===== config.mk =====
export PLATFORM = sky130hd
export DESIGN_NAME = dm_ctrl
export DESIGN_NICKNAME = d
export VERILOG_FILES = /design/src/rtl/mips_defs.sv /design/src/rtl/dm_ext.sv /design/src/rtl/dm_ctrl.sv
export SDC_FILE = /design/constraint.sdc
export NUM_CORES = 1
export LEC_CHECK = 0
export BUFFER_PORTS_ARGS = -buffer_cell sky130_fd_sc_hd__buf_2
export CORE_AREA = 2 2 148 150
export CTS_CLUSTER_DIAMETER = 100
export CTS_CLUSTER_SIZE = 12
export DETAILED_ROUTE_END_ITERATION = 16
export DIE_AREA = 0 0 150 152
export PLACE_DENSITY = 0.63
export SLEW_MARGIN = 20
export SYNTH_ARGS = -nofsm -noshare
export SYNTH_HDL_FRONTEND = slang
export SYNTH_SLANG_ARGS = --single-unit

===== constraint.sdc =====
create_clock -name clk -period 2.5 [get_ports clk]
set_clock_uncertainty 0.2 [all_clocks]
set_input_delay 0.125 -clock clk [delete_from_list [all_inputs] [get_ports clk]]
set_output_delay 0.125 -clock clk [all_outputs]
set_load 0.005 [all_outputs]

===== src/rtl/mips_defs.sv =====
// Shared MIPS core definitions: data-memory op encodings and op classifiers.
package mips_defs;

  typedef enum logic [3:0] {
    MemNone = 4'd0,
    MemLw   = 4'd1,
    MemLh   = 4'd2,
    MemLhu  = 4'd3,
    MemLb   = 4'd4,
    MemLbu  = 4'd5,
    MemSw   = 4'd6,
    MemSh   = 4'd7,
    MemSb   = 4'd8
  } mem_op_e;

  function automatic logic is_load(input logic [3:0] op);
    return (op == MemLw) || (op == MemLh) || (op == MemLhu) || (op == MemLb) || (op == MemLbu);
  endfunction

  function automatic logic is_store(input logic [3:0] op);
    return (op == MemSw) || (op == MemSh) || (op == MemSb);
  endfunction

endpackage


===== src/rtl/dm_ext.sv =====
// Load extractor: selects the addressed half/byte of a memory word and extends it.
module dm_ext
  import mips_defs::*;
(
  input  logic [3:0]  op,
  input  logic [1:0]  addr_lo,
  input  logic [31:0] word,
  output logic [31:0] res
);

  logic [15:0] half;
  logic [7:0]  byte_sel;

  // Lane selection and sign/zero extension by load type.
  always_comb begin
    res      = '0;
    half     = addr_lo[1] ? word[31:16] : word[15:0];
    byte_sel = word[8*addr_lo +: 8];
    case (mem_op_e'(op))
      MemLw:   res = word;
      MemLh:   res = {{16{half[15]}}, half};
      MemLhu:  res = {16'h0000, half};
      MemLb:   res = {{24{byte_sel[7]}}, byte_sel};
      MemLbu:  res = {24'h000000, byte_sel};
      default: res = '0;
    endcase
  end

endmodule


===== src/rtl/dm_ctrl.sv =====
// M/W-stage data-memory controller: drives the data bus from M, registers the
// returned word into W, extracts load data and tracks sticky access errors.
module dm_ctrl
  import mips_defs::*;
#(
  parameter int unsigned DM_WORDS = 4096
) (
  input  logic        clk,
  input  logic        reset,
  input  logic        m_valid,
  input  logic [31:0] m_pc,
  input  logic [3:0]  m_mem_op,
  input  logic [31:0] m_addr,
  input  logic [31:0] m_store_data,
  input  logic        m_grf_we,
  input  logic [4:0]  m_grf_addr,
  input  logic [31:0] m_wb_data,
  output logic [31:0] m_data_addr,
  output logic [31:0] m_data_wdata,
  output logic [3:0]  m_data_byteen,
  output logic [31:0] m_inst_addr,
  input  logic [31:0] m_data_rdata,
  output logic        w_grf_we,
  output logic [4:0]  w_grf_addr,
  output logic [31:0] w_grf_wdata,
  output logic [31:0] w_inst_addr,
  output logic        err,
  output logic [31:0] err_pc,
  output logic [7:0]  err_cnt
);

  localparam logic [31:0] DmBytes = 32'(DM_WORDS * 4);

  mem_op_e op_e;
  logic    is_mem;
  logic    misalign;
  logic    out_of_range;
  logic    fault;

  logic        we_q;
  logic [4:0]  grf_addr_q;
  logic [31:0] pc_q;
  logic [3:0]  op_q;
  logic [1:0]  addr_lo_q;
  logic [31:0] wb_data_q;
  logic [31:0] rdata_q;
  logic [31:0] ext_data;

  logic        err_q;
  logic [31:0] err_pc_q;
  logic [7:0]  err_cnt_q;

  assign op_e        = mem_op_e'(m_mem_op);
  assign m_data_addr = m_addr;
  assign m_inst_addr = m_pc;

  // Fault detection: misaligned word/half access or address beyond the memory.
  always_comb begin
    is_mem       = is_load(m_mem_op) || is_store(m_mem_op);
    misalign     = 1'b0;
    out_of_range = m_addr >= DmBytes;
    case (op_e)
      MemLw, MemSw:         misalign = m_addr[1:0] != 2'b00;
      MemLh, MemLhu, MemSh: misalign = m_addr[0];
      default:              misalign = 1'b0;
    endcase
    fault = m_valid && is_mem && (misalign || out_of_range);
  end

  // Store lane replication and byte enables; no write on fault, bubble or reset.
  always_comb begin
    m_data_wdata  = m_store_data;
    m_data_byteen = 4'b0000;
    case (op_e)
      MemSh:   m_data_wdata = {2{m_store_data[15:0]}};
      MemSb:   m_data_wdata = {4{m_store_data[7:0]}};
      default: m_data_wdata = m_store_data;
    endcase
    if (m_valid && !fault && !reset) begin
      case (op_e)
        MemSw:   m_data_byteen = 4'b1111;
        MemSh:   m_data_byteen = m_addr[1] ? 4'b1100 : 4'b0011;
        MemSb:   m_data_byteen = 4'b0001 << m_addr[1:0];
        default: m_data_byteen = 4'b0000;
      endcase
    end
  end

  // M/W pipeline register; loads every cycle, faulting instructions never write the GRF.
  always_ff @(posedge clk) begin
    if (reset) begin
      we_q       <= 1'b0;
      grf_addr_q <= '0;
      pc_q       <= '0;
      op_q       <= '0;
      addr_lo_q  <= '0;
      wb_data_q  <= '0;
      rdata_q    <= '0;
    end else begin
      we_q       <= m_valid && m_grf_we && !fault;
      grf_addr_q <= m_grf_addr;
      pc_q       <= m_pc;
      op_q       <= m_mem_op;
      addr_lo_q  <= m_addr[1:0];
      wb_data_q  <= m_wb_data;
      rdata_q    <= m_data_rdata;
    end
  end

  // Sticky error state: first faulting PC and a saturating fault count.
  always_ff @(posedge clk) begin
    if (reset) begin
      err_q     <= 1'b0;
      err_pc_q  <= '0;
      err_cnt_q <= '0;
    end else if (fault) begin
      err_q <= 1'b1;
      if (!err_q) err_pc_q <= m_pc;
      if (err_cnt_q != 8'hFF) err_cnt_q <= err_cnt_q + 8'd1;
    end
  end

  dm_ext u_dm_ext (
    .op      (op_q),
    .addr_lo (addr_lo_q),
    .word    (rdata_q),
    .res     (ext_data)
  );

  assign w_grf_we    = we_q;
  assign w_grf_addr  = grf_addr_q;
  assign w_inst_addr = pc_q;
  assign w_grf_wdata = is_load(op_q) ? ext_data : wb_data_q;
  assign err         = err_q;
  assign err_pc      = err_pc_q;
  assign err_cnt     = err_cnt_q;

endmodule


==> results of run 1 <==
[synth_stat cells (all sizes together)]
cell type and n:
or4 4, mux2 21, nor4 5, a221o 7
o211ai 1, xnor2 1, o41ai 1, ha 1
a211o 1, dfxtp 149, nand3 6, buf 80
inv 8, o31ai 2, a31oi 1, nor3b 1
a21oi 32, a211oi 1, nor3 6, o21ba 1
a22oi 16, o32a 2, o311ai 2, a311o 1
clkbuf 25, o21ai 3, o2111ai 1, nor2 79
nor2b 109, nor4b 2, nand2 45, nand2b 1
o2bb2ai 7, mux2i 41, nand3b 2, or3 1
or2 2, and2 3
[where the power goes]
group | internal [W] | switching [W] | total, W
Clock | 0.00143 | 0.00110 | 0.00253
Sequential | 0.00250 | 0.0000651 | 0.00256
Combinational | 0.000548 | 0.000456 | 0.00100
[sequential cells by signal, indices dropped and copies added, names as in the netlist]
| signal | flops |
|---|---|
| wb_data_q | 32 |
| w_grf_addr | 5 |
| err_cnt | 8 |
| w_grf_we | 1 |
| err_pc | 32 |
| rdata_q | 32 |
| err | 1 |
| w_inst_addr | 32 |
| addr_lo_q | 2 |
| op_q | 4 |
[worst register-to-register path, delay by kind of cell, from the launching register on]
family / cells / cell delay (ns)
adders and majority gates: 1 / 0.23
DFF: 1 / 0.41
buffers and inverters: 1 / 0.22
muxes: 1 / 0.29
and+or+nand+nor: 3 / 0.46
[final cells by class]
type	count	area [µm²]
inverter	8	30.0
multi-input combinational	409	2700
clock buffer	18	439
sequential	149	2990
fill	2030	11500
timing repair buffer	494	3150
clock inverter	14	141
tap	280	350
[routing by layer]
metal | global-route usage | part of all wire | vias to the layer above
li1 | - | - | 2993
met1 | 0.216 | 0.43 | 2841
met2 | 0.305 | 0.49 | 241
met3 | 0.0474 | 0.066 | 23
met4 | 0.0597 | 0.015 | 0
met5 | 0 | 0 | -
[stage by stage]
stage,setup WS (ns),std cells
2_1_floorplan,0.308,671
3_3_place_gp,-0.0335,1223
3_5_place_dp,-0.123,1223
4_1_cts,0.0105,1372
5_1_grt,-0.0249,1372
6_report,0.0789,1372
[path summary, 6_finish.rpt]
kind / end / start / slack (ns) / cells after the start
hold reg to reg: err_pc[31] / err_pc[31] / 0.29 / 2
setup / recovery: w_grf_wdata[31] / addr_lo_q[1] / 0.08 / 8
setup reg to reg: err_cnt[0] / err_cnt[0] / 0.58 / 6
hold / removal: m_data_addr[10] / m_addr[10] / 0.05 / 0
[kinds of logic after synthesis]
| kind of cell | Yosys count |
|---|---|
| multiplexers | 62 |
| flip-flops | 149 |
| AO/OA/AOI/OAI | 79 |
| AND/OR/NAND/NOR | 266 |
| XOR/XNOR | 1 |
| adder cells (fa/ha/maj) | 1 |
| buffers and inverters | 113 |
[timing repair]
item / CTS / global route
hold buffers: 116 / 0
endpoints found under the hold margin: 145 / 0
buffers inserted: 1 / 0
setup endpoints to repair: 31 / 40
resized for setup: 6 / 17
pin swaps: 0 / 1
==> flow_metrics.env, run 1 <==
export IMPL_hpwl_um=14500
export IMPL_fin_crit_ns=2.42
export IMPL_cts_tree="yes"
export IMPL_worst_slew_pin_slew_ns=0.516
export IMPL_antenna_left=0
export IMPL_fmax_ghz=0.413
export IMPL_whs_ns=0.0500
export IMPL_setup_viol=0
export IMPL_synthToLayoutAreaGrowth_pct=54.7
export IMPL_die_x_um=150
export IMPL_row_count=54
export IMPL_p_leak_nw=4.73
export IMPL_crit_path_max_incr_delay_ns=0.38
export IMPL_grt_pass1_vias=6226
export IMPL_final_area_um2=9810
export IMPL_port_buffers=359
export IMPL_routedWlPerCell_um=15.2
export IMPL_final_period_utilization=0.968
export IMPL_yosysTopAreaCell="dfxtp_1"
export IMPL_crit_family="compound AO/OA/AOI/OAI gates"
export IMPL_final_common_cell="buf_2"
export IMPL_ys_ff_latch=149
export IMPL_crit_path_cell_trace="mux2i_1, or2_0, a311o_1, nand3_1, nor2_4, buf_12, a21oi_1, buf_2"
export IMPL_slew_violations=0
export IMPL_viasPerCell=4.44
export IMPL_diodes=0
export IMPL_cp_data_required_time_ns=2.17
export IMPL_synth_top_family_by_area="simple AND/OR/NAND/NOR gates"
export IMPL_grt_overflow=0
export IMPL_mostFrequentLayoutCells="buf_2, dfxtp_1, dlygate4sd3_1"
export IMPL_core_area_um2=21400
export IMPL_antenna_found_initial=0
export IMPL_fp_dieArea_um2=22800
export IMPL_ys_seq_area_frac=0.471
export IMPL_cts_root_buf="clkbuf_16"
export IMPL_path_clk_slew_ns=0.06
export IMPL_critPathArrivalTime_ns=2.10
export IMPL_drt_first_pass_iters=4
export IMPL_finalNetCount=1253
export IMPL_path_buf_inv=2
export IMPL_yosys_warnings=0
export IMPL_syn_avg_cell_area_um2=9.44
export IMPL_synth_area_top_cells="dfxtp_1, nor2b_1, buf_4"
export IMPL_end_kind="primary output"
export IMPL_synth_xor_xnor_area_share=0.00138
export IMPL_io_pins=384
export IMPL_globalRouteTotalUtil=0.179
export IMPL_cp_max_fo=16
export IMPL_power_w=0.00609
export IMPL_start_util=0.297
export IMPL_max_vdd_ir_drop_uv=421
export IMPL_hold_viol_final=0
export IMPL_tns_ns=0
export IMPL_status="complete, no violations"
export IMPL_crit_type="reg -> out"
export IMPL_grt_max_degree=95
export IMPL_cpMaxStageDelayCell="a311o_1"
export IMPL_utilization=0.459
export IMPL_gp_congestion=0.856
export IMPL_p_per_area_nw_per_um2=621
export IMPL_worstSkewPairLatency_ns=0.43
export IMPL_synth_compound_area_frac=0.0908
export IMPL_clockBufferDepth=2
export IMPL_rsz0062_at_grt="true"
export IMPL_htree_levels=4
export IMPL_numCtsBuffers=17
export IMPL_drive_above_1_share=0.412
export IMPL_clkSinkCount=149
export IMPL_drc=0
export IMPL_postRouteWirelength_um=20900
export IMPL_via_count=6098
export IMPL_drv_cap=0
export IMPL_synth_cells=671
export IMPL_die_y_um=152
export IMPL_synth_simple_area_share=0.216
export IMPL_holdCritPathClass="in -> out"
export IMPL_grt_pass1_wl_um=32100
export IMPL_synth_mux_area_frac=0.103
export IMPL_syn_area_um2=6340
export IMPL_synth_cell_type_count=51
export IMPL_drt_iter0_drc=208
export IMPL_crit_path_start_kind="flip-flop"
export IMPL_synthAdderAreaFrac=0.00197
export IMPL_syn_nets=845
export IMPL_synth_top_area_share=0.471
export IMPL_slew_headroom=0.654
export IMPL_post_dp_cell_area_um2=7950
No activity file was read; power rests on OpenSTA's default activity.
==> inputs of run 2 (changes only) <==
--- a/config.mk
+++ b/config.mk
@@ -11,6 +11,7 @@
 export CTS_CLUSTER_SIZE = 12
 export DETAILED_ROUTE_END_ITERATION = 16
 export DIE_AREA = 0 0 150 152
+export HOLD_SLACK_MARGIN = 0.12
 export PLACE_DENSITY = 0.63
 export SLEW_MARGIN = 20
 export SYNTH_ARGS = -nofsm -noshare
==> flow_metrics.env, run 2 (synthesis results as in run 1) <==
export IMPL_status="complete, no violations"
export IMPL_finalNetCount=1265
export IMPL_cp_data_required_time_ns=2.61
export IMPL_crit_path_cell_trace="dlygate4sd3_1, buf_2, or3_1, a31oi_4, o211ai_2, buf_4, nor4_2, mux2_1"
export IMPL_tns_ns=0
export IMPL_crit_path_max_incr_delay_ns=0.54
export IMPL_htree_levels=4
export IMPL_end_kind="flip-flop"
export IMPL_post_route_worst_setup_slack_ns=0.0941
export IMPL_row_count=54
export IMPL_synthToLayoutAreaGrowth_pct=56.8
export IMPL_clkSinkCount=149
export IMPL_max_vdd_ir_drop_uv=422
export IMPL_rsz0062_at_grt="true"
export IMPL_pre_cts_ws_ns=-0.123
export IMPL_slew_headroom=0.654
export IMPL_hpwl_um=14500
export IMPL_diodes=0
export IMPL_grt_max_degree=95
export IMPL_setup_viol=0
export IMPL_antenna_found_initial=0
export IMPL_hold_viol_final=0
export IMPL_fmax_ghz=0.416
export IMPL_die_x_um=150
export IMPL_final_period_utilization=0.962
export IMPL_gp_congestion=0.856
export IMPL_crit_type="in -> reg"
export IMPL_port_buffers=359
export IMPL_cp_max_fo=11
export IMPL_io_pins=384
export IMPL_grt_pass1_wl_um=32300
export IMPL_core_area_um2=21400
export IMPL_critPathArrivalTime_ns=2.51
export IMPL_fp_dieArea_um2=22800
export IMPL_drt_first_pass_iters=5
export IMPL_grt_overflow=0
export IMPL_reg2reg_slack_ns=0.59
export IMPL_worstSkewPairLatency_ns=0.43
export IMPL_drive_above_1_share=0.409
export IMPL_worst_slew_pin_slew_ns=0.516
export IMPL_grt_pass1_vias=6278
export IMPL_die_y_um=152
export IMPL_rr_endpoint="err_cnt[0]"
export IMPL_fin_crit_ns=2.41
export IMPL_viasPerCell=4.45
export IMPL_cts_tree="yes"
export IMPL_via_count=6152
export IMPL_cpMaxStageDelayCell="dlygate4sd3_1"
export IMPL_crit_end="err_cnt[5]"
export IMPL_drc=0
export IMPL_p_per_area_nw_per_um2=616
export IMPL_clockBufferDepth=2
export IMPL_r2r_cells=6
export IMPL_r2r_start="err_cnt[0]"
export IMPL_final_common_cell="buf_2"
export IMPL_postRouteWirelength_um=21000
export IMPL_path_clk_slew_ns=0.07
export IMPL_routedWlPerCell_um=15.2
export IMPL_slew_violations=0
export IMPL_numCtsBuffers=17
export IMPL_crit_path_start_kind="input port"
export IMPL_antenna_left=0
export IMPL_mostFrequentLayoutCells="buf_2, dfxtp_1, dlygate4sd3_1"
export IMPL_regArea_um2=2990
export IMPL_drt_iter0_drc=179
export IMPL_holdCritPathClass="in -> reg"
export IMPL_drv_cap=0
export IMPL_p_leak_nw=4.79
export IMPL_crit_path_start="m_mem_op[0]"
export IMPL_fillers=2022
export IMPL_multi_input_area_um2=2710
export IMPL_cts_root_buf="clkbuf_16"
export IMPL_globalRouteTotalUtil=0.180
export IMPL_start_util=0.297
[run 2: cell types whose count changed in the layout (fill, tap and decap cells not counted)]
cell	delta
nor2_2	-1
nand3_1	-1
dlygate4sd3_1	+12
nand3_2	+1
nor2_4	+1
[run 2: metrics by stage]
stage | hold WS [ns] | total power (W) | utilization | area, µm² | cells
6_report | 0.174 | 0.00612 | 0.465 | 9940 | 1384
4_1_cts | 0.149 | 0.00618 | 0.461 | 9850 | 1384
5_1_grt | 0.205 | 0.00639 | 0.465 | 9940 | 1384
3_5_place_dp | 0.0500 | 0.00345 | 0.372 | 7950 | 1223
2_1_floorplan | 0.0372 | 0.00307 | - | 6340 | 671
3_3_place_gp | 0.0500 | 0.00344 | 0.372 | 7950 | 1223
[run 2: worst max-delay path: cells and delay by family]
family | cells | cell delay (ns)
AO/OA/AOI/OAI | 2 | 0.41
buffers and inverters | 3 | 0.92
AND/OR/NAND/NOR | 2 | 0.71
multiplexers | 1 | 0.35
[run 2: power by group]
| group | leakage [nW] | switching, W | total, W | internal (W) |
|---|---|---|---|---|
| Sequential | 1.24 | 0.0000653 | 0.00257 | 0.00250 |
| Combinational | 3.28 | 0.000463 | 0.00102 | 0.000562 |
| Clock | 0.273 | 0.00110 | 0.00253 | 0.00143 |
[run 2: metal layers]
| metal | track usage | routed length [µm] | vias to the layer above |
|---|---|---|---|
| met1 | 0.218 | 9050 | 2871 |
| li1 | - | - | 3018 |
| met2 | 0.308 | 10400 | 244 |
| met3 | 0.0459 | 1330 | 19 |
| met4 | 0.0580 | 291 | 0 |
| met5 | 0 | 0 | - |
[run 2: area by class of cell]
cell class / count / area share
inverter: 8 / 0.00302
tap: 280 / 0.0353
timing repair buffer: 506 / 0.329
clock inverter: 14 / 0.0142
multi-input combinational: 409 / 0.273
sequential: 149 / 0.301
clock buffer: 18 / 0.0442
[run 2: how the worst min path moves through the flow]
stage                     from              end  slack (ns)  depth (start not counted)
floorplan             m_grf_we         w_grf_we        0.04                          2
global placement    m_addr[12]  m_data_addr[12]        0.05                          0
detailed placement  m_addr[12]  m_data_addr[12]        0.05                          0
CTS                 m_addr[29]              err        0.15                          5
global route        m_addr[30]              err        0.21                          5
finish              m_addr[29]              err        0.17                          5
[run 2: what timing repair did]
action / 4_1_cts / 5_1_grt
hold buffers: 128 / 0
pin swaps: 0 / 1
setup endpoints to repair: 31 / 40
buffers inserted: 1 / 0
endpoints found under the hold margin: 160 / 0
resized for setup: 6 / 19
